**src/rtl/cal_tpsram_reader.sv**
```systemverilog
// ----------------------------------------------------------------------------
// cal_tpsram_reader
//   Read-side controller for the calibration two-port SRAM (single clock).
//   A START pulse launches LEN sequential reads from BASE_ADDR (address wraps
//   modulo 2^AW). The RAM read latency is absorbed by a tag delay line and a
//   small output FIFO, and the words leave as a valid/ready stream.
//
// Ports
//   i_clk        system clock
//   i_rst_n      asynchronous active-low reset
//   i_start      1-cycle start pulse, sampled only when idle
//   i_abort      level; terminates the transfer and flushes the FIFO
//   i_base_addr  first read address, captured on start
//   i_len        word count 1..2^AW, captured on start (0 = no-op)
//   o_r_addr     RAM read address
//   i_r_data     RAM read data, valid RD_LAT cycles after o_r_addr
//   o_m_data     stream data
//   o_m_valid    stream valid
//   i_m_ready    stream ready
//   o_m_last     high with the final word of the transfer
//   o_busy       high from accepted start until done
//   o_done       1-cycle pulse when the transfer or abort completes
// ----------------------------------------------------------------------------
module cal_tpsram_reader #(
    parameter int DW     = 38,
    parameter int AW     = 9,
    parameter int RD_LAT = 2,
    parameter int FDEPTH = 4
) (
    input  logic          i_clk,
    input  logic          i_rst_n,
    input  logic          i_start,
    input  logic          i_abort,
    input  logic [AW-1:0] i_base_addr,
    input  logic [AW:0]   i_len,
    output logic [AW-1:0] o_r_addr,
    input  logic [DW-1:0] i_r_data,
    output logic [DW-1:0] o_m_data,
    output logic          o_m_valid,
    input  logic          i_m_ready,
    output logic          o_m_last,
    output logic          o_busy,
    output logic          o_done
);

    localparam int PW = $clog2(FDEPTH);
    localparam int CW = $clog2(FDEPTH + 1);
    localparam int OW = $clog2(FDEPTH + RD_LAT + 2) + 1;

    localparam logic [1:0] ST_IDLE  = 2'd0;
    localparam logic [1:0] ST_RUN   = 2'd1;
    localparam logic [1:0] ST_DRAIN = 2'd2;

    localparam logic [AW:0] LEN_ONE = {{AW{1'b0}}, 1'b1};

    logic [1:0]      r_state;
    logic [AW-1:0]   r_addr;
    logic [AW:0]     r_remain;      // reads still to be issued
    logic            r_busy;
    logic            r_done;
    logic            r_aborted;
    // Bit 0: read on o_r_addr this cycle; bit RD_LAT: matching word on i_r_data now.
    logic [RD_LAT:0] r_pipe_vld;
    logic [RD_LAT:0] r_pipe_last;

    logic [DW:0]     r_fifo_mem [FDEPTH];
    logic [PW-1:0]   r_wr_ptr;
    logic [PW-1:0]   r_rd_ptr;
    logic [CW-1:0]   r_count;

    logic            w_m_valid;
    logic            w_pop;
    logic            w_push;
    logic            w_flush;
    logic            w_start_go;
    logic            w_issue;
    logic            w_new_last;
    logic            w_pipe_empty;
    logic            w_drain_ok;
    logic [OW-1:0]   w_inflight;
    logic [OW-1:0]   w_fill;
    logic [DW:0]     w_head;

    // Reads issued but whose data has not yet reached i_r_data.
    always_comb begin
        w_inflight = '0;
        for (int i = 0; i < RD_LAT; i++) begin
            w_inflight = w_inflight + OW'(r_pipe_vld[i]);
        end
    end

    assign w_m_valid    = (r_count != '0);
    assign w_pop        = w_m_valid & i_m_ready;
    assign w_flush      = i_abort & (r_state != ST_IDLE);
    assign w_push       = r_pipe_vld[RD_LAT] & ~r_aborted & ~w_flush;
    assign w_start_go   = (r_state == ST_IDLE) & i_start & (i_len != '0);
    assign w_pipe_empty = (r_pipe_vld == '0);

    // Credit: in-flight reads plus FIFO occupancy after this edge's push/pop
    // must leave room for one more word, so the FIFO can never overflow.
    assign w_fill  = w_inflight + OW'(r_count) + OW'(w_push) - OW'(w_pop);
    assign w_issue = (r_state == ST_RUN) & ~w_flush & (w_fill < OW'(FDEPTH));

    assign w_new_last = w_start_go ? (i_len == LEN_ONE) : (w_issue & (r_remain == LEN_ONE));

    // Normal completion: nothing in flight and the FIFO empties on this edge.
    assign w_drain_ok = w_pipe_empty &
                        ((r_count == '0) || ((r_count == CW'(1)) && w_pop));

    always_ff @(posedge i_clk or negedge i_rst_n) begin
        if (!i_rst_n) begin
            r_state     <= ST_IDLE;
            r_addr      <= '0;
            r_remain    <= '0;
            r_busy      <= 1'b0;
            r_done      <= 1'b0;
            r_aborted   <= 1'b0;
            r_pipe_vld  <= '0;
            r_pipe_last <= '0;
            r_wr_ptr    <= '0;
            r_rd_ptr    <= '0;
            r_count     <= '0;
        end else begin
            r_done      <= 1'b0;
            r_pipe_vld  <= {r_pipe_vld[RD_LAT-1:0], w_start_go | w_issue};
            r_pipe_last <= {r_pipe_last[RD_LAT-1:0], w_new_last};

            case (r_state)
                ST_IDLE: begin
                    if (i_start) begin
                        if (i_len != '0) begin
                            r_addr    <= i_base_addr;
                            r_remain  <= i_len - LEN_ONE;
                            r_busy    <= 1'b1;
                            r_aborted <= 1'b0;
                            r_state   <= (i_len == LEN_ONE) ? ST_DRAIN : ST_RUN;
                        end else begin
                            r_done <= 1'b1;
                        end
                    end
                end
                ST_RUN: begin
                    if (w_flush) begin
                        r_aborted <= 1'b1;
                        r_state   <= ST_DRAIN;
                    end else if (w_issue) begin
                        r_addr   <= r_addr + AW'(1);
                        r_remain <= r_remain - LEN_ONE;
                        if (r_remain == LEN_ONE) begin
                            r_state <= ST_DRAIN;
                        end
                    end
                end
                ST_DRAIN: begin
                    if (w_flush && !r_aborted) begin
                        r_aborted <= 1'b1;
                    end else if (r_aborted ? w_pipe_empty : w_drain_ok) begin
                        r_done    <= 1'b1;
                        r_busy    <= 1'b0;
                        r_aborted <= 1'b0;
                        r_state   <= ST_IDLE;
                    end
                end
                default: r_state <= ST_IDLE;
            endcase

            if (w_flush) begin
                r_wr_ptr <= '0;
                r_rd_ptr <= '0;
                r_count  <= '0;
            end else begin
                if (w_push) begin
                    r_wr_ptr <= r_wr_ptr + PW'(1);
                end
                if (w_pop) begin
                    r_rd_ptr <= r_rd_ptr + PW'(1);
                end
                r_count <= r_count + CW'(w_push) - CW'(w_pop);
            end
        end
    end

    // FIFO storage carries no reset; the outputs are gated by valid instead.
    always_ff @(posedge i_clk) begin
        if (w_push) begin
            r_fifo_mem[r_wr_ptr] <= {r_pipe_last[RD_LAT], i_r_data};
        end
    end

    assign w_head    = r_fifo_mem[r_rd_ptr];
    assign o_r_addr  = r_addr;
    assign o_m_valid = w_m_valid;
    assign o_m_data  = w_m_valid ? w_head[DW-1:0] : '0;
    assign o_m_last  = w_m_valid & w_head[DW];
    assign o_busy    = r_busy;
    assign o_done    = r_done;

endmodule

```
**config.mk**
```make
export PLATFORM = sky130hd
export DESIGN_NAME = cal_tpsram_reader
export DESIGN_NICKNAME = d
export VERILOG_FILES = /design/src/rtl/cal_tpsram_reader.sv
export SDC_FILE = /design/constraint.sdc
export NUM_CORES = 1
export LEC_CHECK = 0
export CAP_MARGIN = 20
export CORE_ASPECT_RATIO = 1.2
export CORE_UTILIZATION = 55
export DETAILED_ROUTE_END_ITERATION = 16
export PLACE_DENSITY = 0.8
export SYNTH_ARGS = -nofsm -noshare
export SYNTH_HDL_FRONTEND = slang
export SYNTH_SLANG_ARGS = --single-unit
```
**constraint.sdc**
```tcl
create_clock -name i_clk -period 9.79 [get_ports i_clk]
set_input_delay 0.979 -clock i_clk [delete_from_list [all_inputs] [get_ports i_clk]]
set_output_delay 0.979 -clock i_clk [all_outputs]
set_load 0.02 [all_outputs]
```
==> run summary <==
Measured along the y axis, the die boundary spans 138 um. The sum of net half-perimeters after detailed placement is 11000 um. Leaving out fill and tap cells, the most frequent cells in the layout are sky130_fd_sc_hd__edfxtp_1, sky130_fd_sc_hd__clkdlybuf4s50_1, sky130_fd_sc_hd__and2_1. The sequential area share after synthesis is 65.9%. The growth of design area from synthesis to finish is 22.1%. The run finished with clean final reports. The final core area utilization is 68.9%. The cts-stage hold buffer count came out at 0.

The start point of the worst hold path is r_pipe_last[1]. The number of warning messages in the yosys log is 0. The largest family of logic cells by synthesized area is multiplexers. TritonCTS built the clock tree. The initial utilization of the core area, before any placement, comes to 56.4%. In this run the power spent charging and discharging nets is 1.17 mW. The count of endpoints failing hold in the final timing report came out at 0. The horizontal extent of the die came out at 116 um. The endpoint identified for the worst register-to-register timing path is o_r_addr[4]. The first TritonRoute pass finished after 5 iterations. The worst endpoint data arrival time came out at 4.34 ns.

The initialized floorplan defines 49 standard-cell rows. The share of the synthesized netlist area taken by xor and xnor gates came out at 1.13%. The number of routed nets with antenna violations came out at 0. The clock network burns 21.3% of the power. The via count of the first global-routing pass came to 5410. The total power per unit cell area came out at 311 nW/um2. The number of setup buffers added after CTS came out at 0.

The switching part of the total power is 36.0%. The worst setup path is captured at a register. In this run, synthesis inferred 156 flip-flops with an integrated enable. The number of library cell types mapped by synthesis came out at 64.

TritonCTS created 17 clock buffers. The clock transition at the register clock pins on the worst setup and hold paths after CTS is 0.07 ns. The final RePlAce weighted congestion came out at 0.847.

The via density per instance came out at 5.92. The number of synthesized register bits is 193. Entering global routing, the biggest net connects 42 pins.

After clock tree synthesis, the repair step resized 0 gates. The post-synthesis share of cell area spent on and, or, nand and nor gates is 10.8%. The initial antenna violation count is 0. Setup repair after global routing left no endpoint under its margin. The maximum buffer depth of the clock tree came out at 2. The data required time at the worst endpoint came out at 10.10 ns. The netlist area before placement came out at 8510 um2. The number of buffers and inverters on the critical path is 1. Setup total negative slack on the finished layout was measured at 0 ns.

The library cell contributing the largest single delay on the critical path is sky130_fd_sc_hd__a31oi_1. The highest clock rate is 0.248 GHz. STA classifies the critical path startpoint as an input port. The min-delay analysis places its worst path in the category reg -> reg. The number of H-tree branching levels is 4. The antenna cell count is 0. The overall track demand over capacity in global routing is 23.5%. The floorplan core area is 15100 um2. The type of the setup path with the least slack is in -> reg. The worst reg2reg path startpoint is r_state[0]. The I/O pin count is 113. The wire length of the first global-routing pass is 27800 um. After layout, the worst path uses 41.1% of the clock period. The analysis attributes to cell leakage a power of 3.57 nW. The clock latency on the worst-skew pair came out at 0.43 ns. The maximum fanout along the worst path is 10. Across the VDD grid, the largest voltage drop is 0.000158 V. The number of cells on the worst reg-to-reg path is 11. The number of pins with negative max-slew slack in the final report came out at 0.

The part of the power in registers came out at 35.9%. The number of nets handed over by synthesis was 616. On the final layout, the worst clock skew is 0.00811 ns.

The post-synthesis compound-gate area fraction is 5.97%. In this design, the stage delay of the slowest critical-path cell is 0.67 ns. The time the worst path needs with I/O delays and setup came out at 4.03 ns. The area of the die came out at 16000 um2. The synthesized instance count is 535. The average cell area after synthesis came out at 15.9 um2. The count of unresolved DRC violations after routing came out at 0. The total internal power is 2.07 mW. The worst pin sits at a relative slew slack of 30.8%. The setup slack of the most critical reg-to-reg path came out at 5.93 ns. The most used flip-flop cell after synthesis is sky130_fd_sc_hd__edfxtp_1. Summed over all layers, the routed wires come to 17500 um. The actual transition at the worst max-transition pin is 1.04 ns. The port buffer count is 112. The multiplexer fraction of the synthesized cell area came out at 11.1%. The total vias in the final route is 5093. The sum of overflow across all layers after global routing is 0.

The root buffer cell chosen for the clock tree is sky130_fd_sc_hd__clkbuf_16. The combinational group share of total power is 42.7%. The number of DRC violations after detailed-routing iteration 0 is 366. The average wire per cell in the routed design is 20.4 um. The clock sink total is 193.

The total of max-cap violations came out at 0. The library cell used most frequently in the layout, excluding fill and tap cells, is sky130_fd_sc_hd__edfxtp_1. The ratio of cells with drive above 1 in the final layout is 15.1%. Grouping stages by cell kind, the critical path spends the most delay in compound AO/OA/AOI/OAI gates.

The adder-cell area share of the yosys netlist is 2.97%. The final setup violation count is 0. The end point of the worst hold path is r_pipe_last[2]. The share of flip-flops with an asynchronous set or reset after synthesis is 19.2%. The cell count of the worst hold path came out at 0.

For this run, the post-layout net count is 724. The signal on the critical path passes through clkdlybuf4s50_1 -> nand2b_1 -> and2_1 -> fa_1 -> ha_1 -> nand3_1 -> mux2_2 -> a31oi_1 -> nor2_1 -> o221a_2.
worst register-to-register path, delay by kind of cell, from the launching register on:
family	cells	cell delay, ns
AO/OA/AOI/OAI	2	1.00
multiplexers	1	0.37
flip-flops	1	0.36
buffers and inverters	1	0.08
AND/OR/NAND/NOR	4	0.94
adder cells (fa/ha/maj)	3	1.01
registers in the layout, indices dropped and copies added, names as in the netlist:
name and count:
r_fifo_mem 156, r_remain 10, o_r_addr 9, r_count 3, r_pipe_last 3, r_pipe_vld 3
r_rd_ptr 2, r_state 2, r_wr_ptr 2, o_busy 1, o_done 1, r_aborted 1
cell families (layout without fill, tap and decap cells):
| group | count (synthesis) | in the layout |
|---|---|---|
| AND/OR/NAND/NOR | 158 | 158 |
| flip-flops | 193 | 193 |
| multiplexers | 45 | 45 |
| AO/OA/AOI/OAI | 67 | 67 |
| XOR/XNOR | 11 | 11 |
| buffers and inverters | 42 | 163 |
| adder cells (fa/ha/maj) | 19 | 19 |
worst max path at each step:
stage                           start           end  slack, ns  cells after the start
after floorplan               i_abort   o_r_addr[4]       6.38                     10
after global placement        i_abort   o_r_addr[4]       5.48                     10
after detailed placement      i_abort   o_r_addr[4]       5.37                     10
after CTS                 r_rd_ptr[0]  o_m_data[18]       5.70                      4
after global routing      r_rd_ptr[0]  o_m_data[21]       5.57                      4
final                         i_abort   o_r_addr[4]       5.76                     10
layer usage:
metal  vias up  routed length (um)  part of all wire, %  GRT usage [%]
li1       2302                   -                    -              -
met2       180                9460                   54           42.2
met4         0                 340                  1.9           7.66
met5         -                   0                    0              0
met1      2580                6790                   39           27.5
met3        31                 936                  5.3           5.30
per-stage QoR:
step	hold slack (ns)	power [mW]	instance area, um2	cells	setup slack, ns
2_1_floorplan	0.331	2.05	8510	535	6.38
3_3_place_gp	0.333	2.51	9800	828	5.48
3_5_place_dp	0.341	2.55	9800	828	5.37
4_1_cts	0.356	3.25	10400	860	5.70
5_1_grt	0.357	3.41	10400	860	5.57
6_report	0.355	3.23	10400	860	5.76
layout make-up:
type | count | area [um2]
Sequential cell | 193 | 5610
Fill cell | 1014 | 4690
Multi-Input combinational cell | 300 | 2720
Timing Repair Buffer | 116 | 1150
Clock buffer | 17 | 425
Tap cell | 204 | 255
Clock inverter | 15 | 169
Inverter | 15 | 56.3
power by group through the flow:
stage | sequential (mW) | clock, mW | combinational, mW
CTS | 1.16 | 0.700 | 1.39
detailed placement | 1.18 | 0 | 1.38
global route | 1.18 | 0.731 | 1.49
floorplan | 1.13 | 0 | 0.922
finish | 1.16 | 0.690 | 1.38
global placement | 1.17 | 0 | 1.34
Yosys cell counts, types with 3 or more instances:
cell	n	area, um2
sky130_fd_sc_hd__dfrtp_1	37	926
sky130_fd_sc_hd__nand3_1	10	50.1
sky130_fd_sc_hd__ha_1	17	213
sky130_fd_sc_hd__or2_2	3	18.8
sky130_fd_sc_hd__or3_1	3	18.8
sky130_fd_sc_hd__mux4_2	39	878
sky130_fd_sc_hd__and2_1	44	275
sky130_fd_sc_hd__nor4_1	3	18.8
sky130_fd_sc_hd__xor2_1	8	70.1
sky130_fd_sc_hd__o211ai_1	3	22.5
sky130_fd_sc_hd__buf_2	9	45.0
sky130_fd_sc_hd__and3_1	8	50.1
sky130_fd_sc_hd__edfxtp_1	156	4680
sky130_fd_sc_hd__o21ai_0	11	55.1
sky130_fd_sc_hd__nor2_1	21	78.8
sky130_fd_sc_hd__a211oi_1	5	37.5
sky130_fd_sc_hd__nand2_1	20	75.1
sky130_fd_sc_hd__a21oi_1	10	50.1
sky130_fd_sc_hd__nor3_1	11	55.1
sky130_fd_sc_hd__nand4_1	3	18.8
sky130_fd_sc_hd__inv_1	14	52.6
sky130_fd_sc_hd__and4_1	3	26.3
sky130_fd_sc_hd__a31oi_1	7	43.8
sky130_fd_sc_hd__xnor2_1	3	26.3
sky130_fd_sc_hd__nor2b_1	6	37.5
sky130_fd_sc_hd__clkbuf_1	14	52.6
sky130_fd_sc_hd__mux2i_1	4	40.0
sky130_fd_sc_hd__o32ai_1	3	26.3
sky130_fd_sc_hd__nand2b_1	6	37.5
sky130_fd_sc_hd__o31ai_1	6	45.0
sky130_fd_sc_hd__or4_1	3	22.5
(Power assumes the default switching activity.)
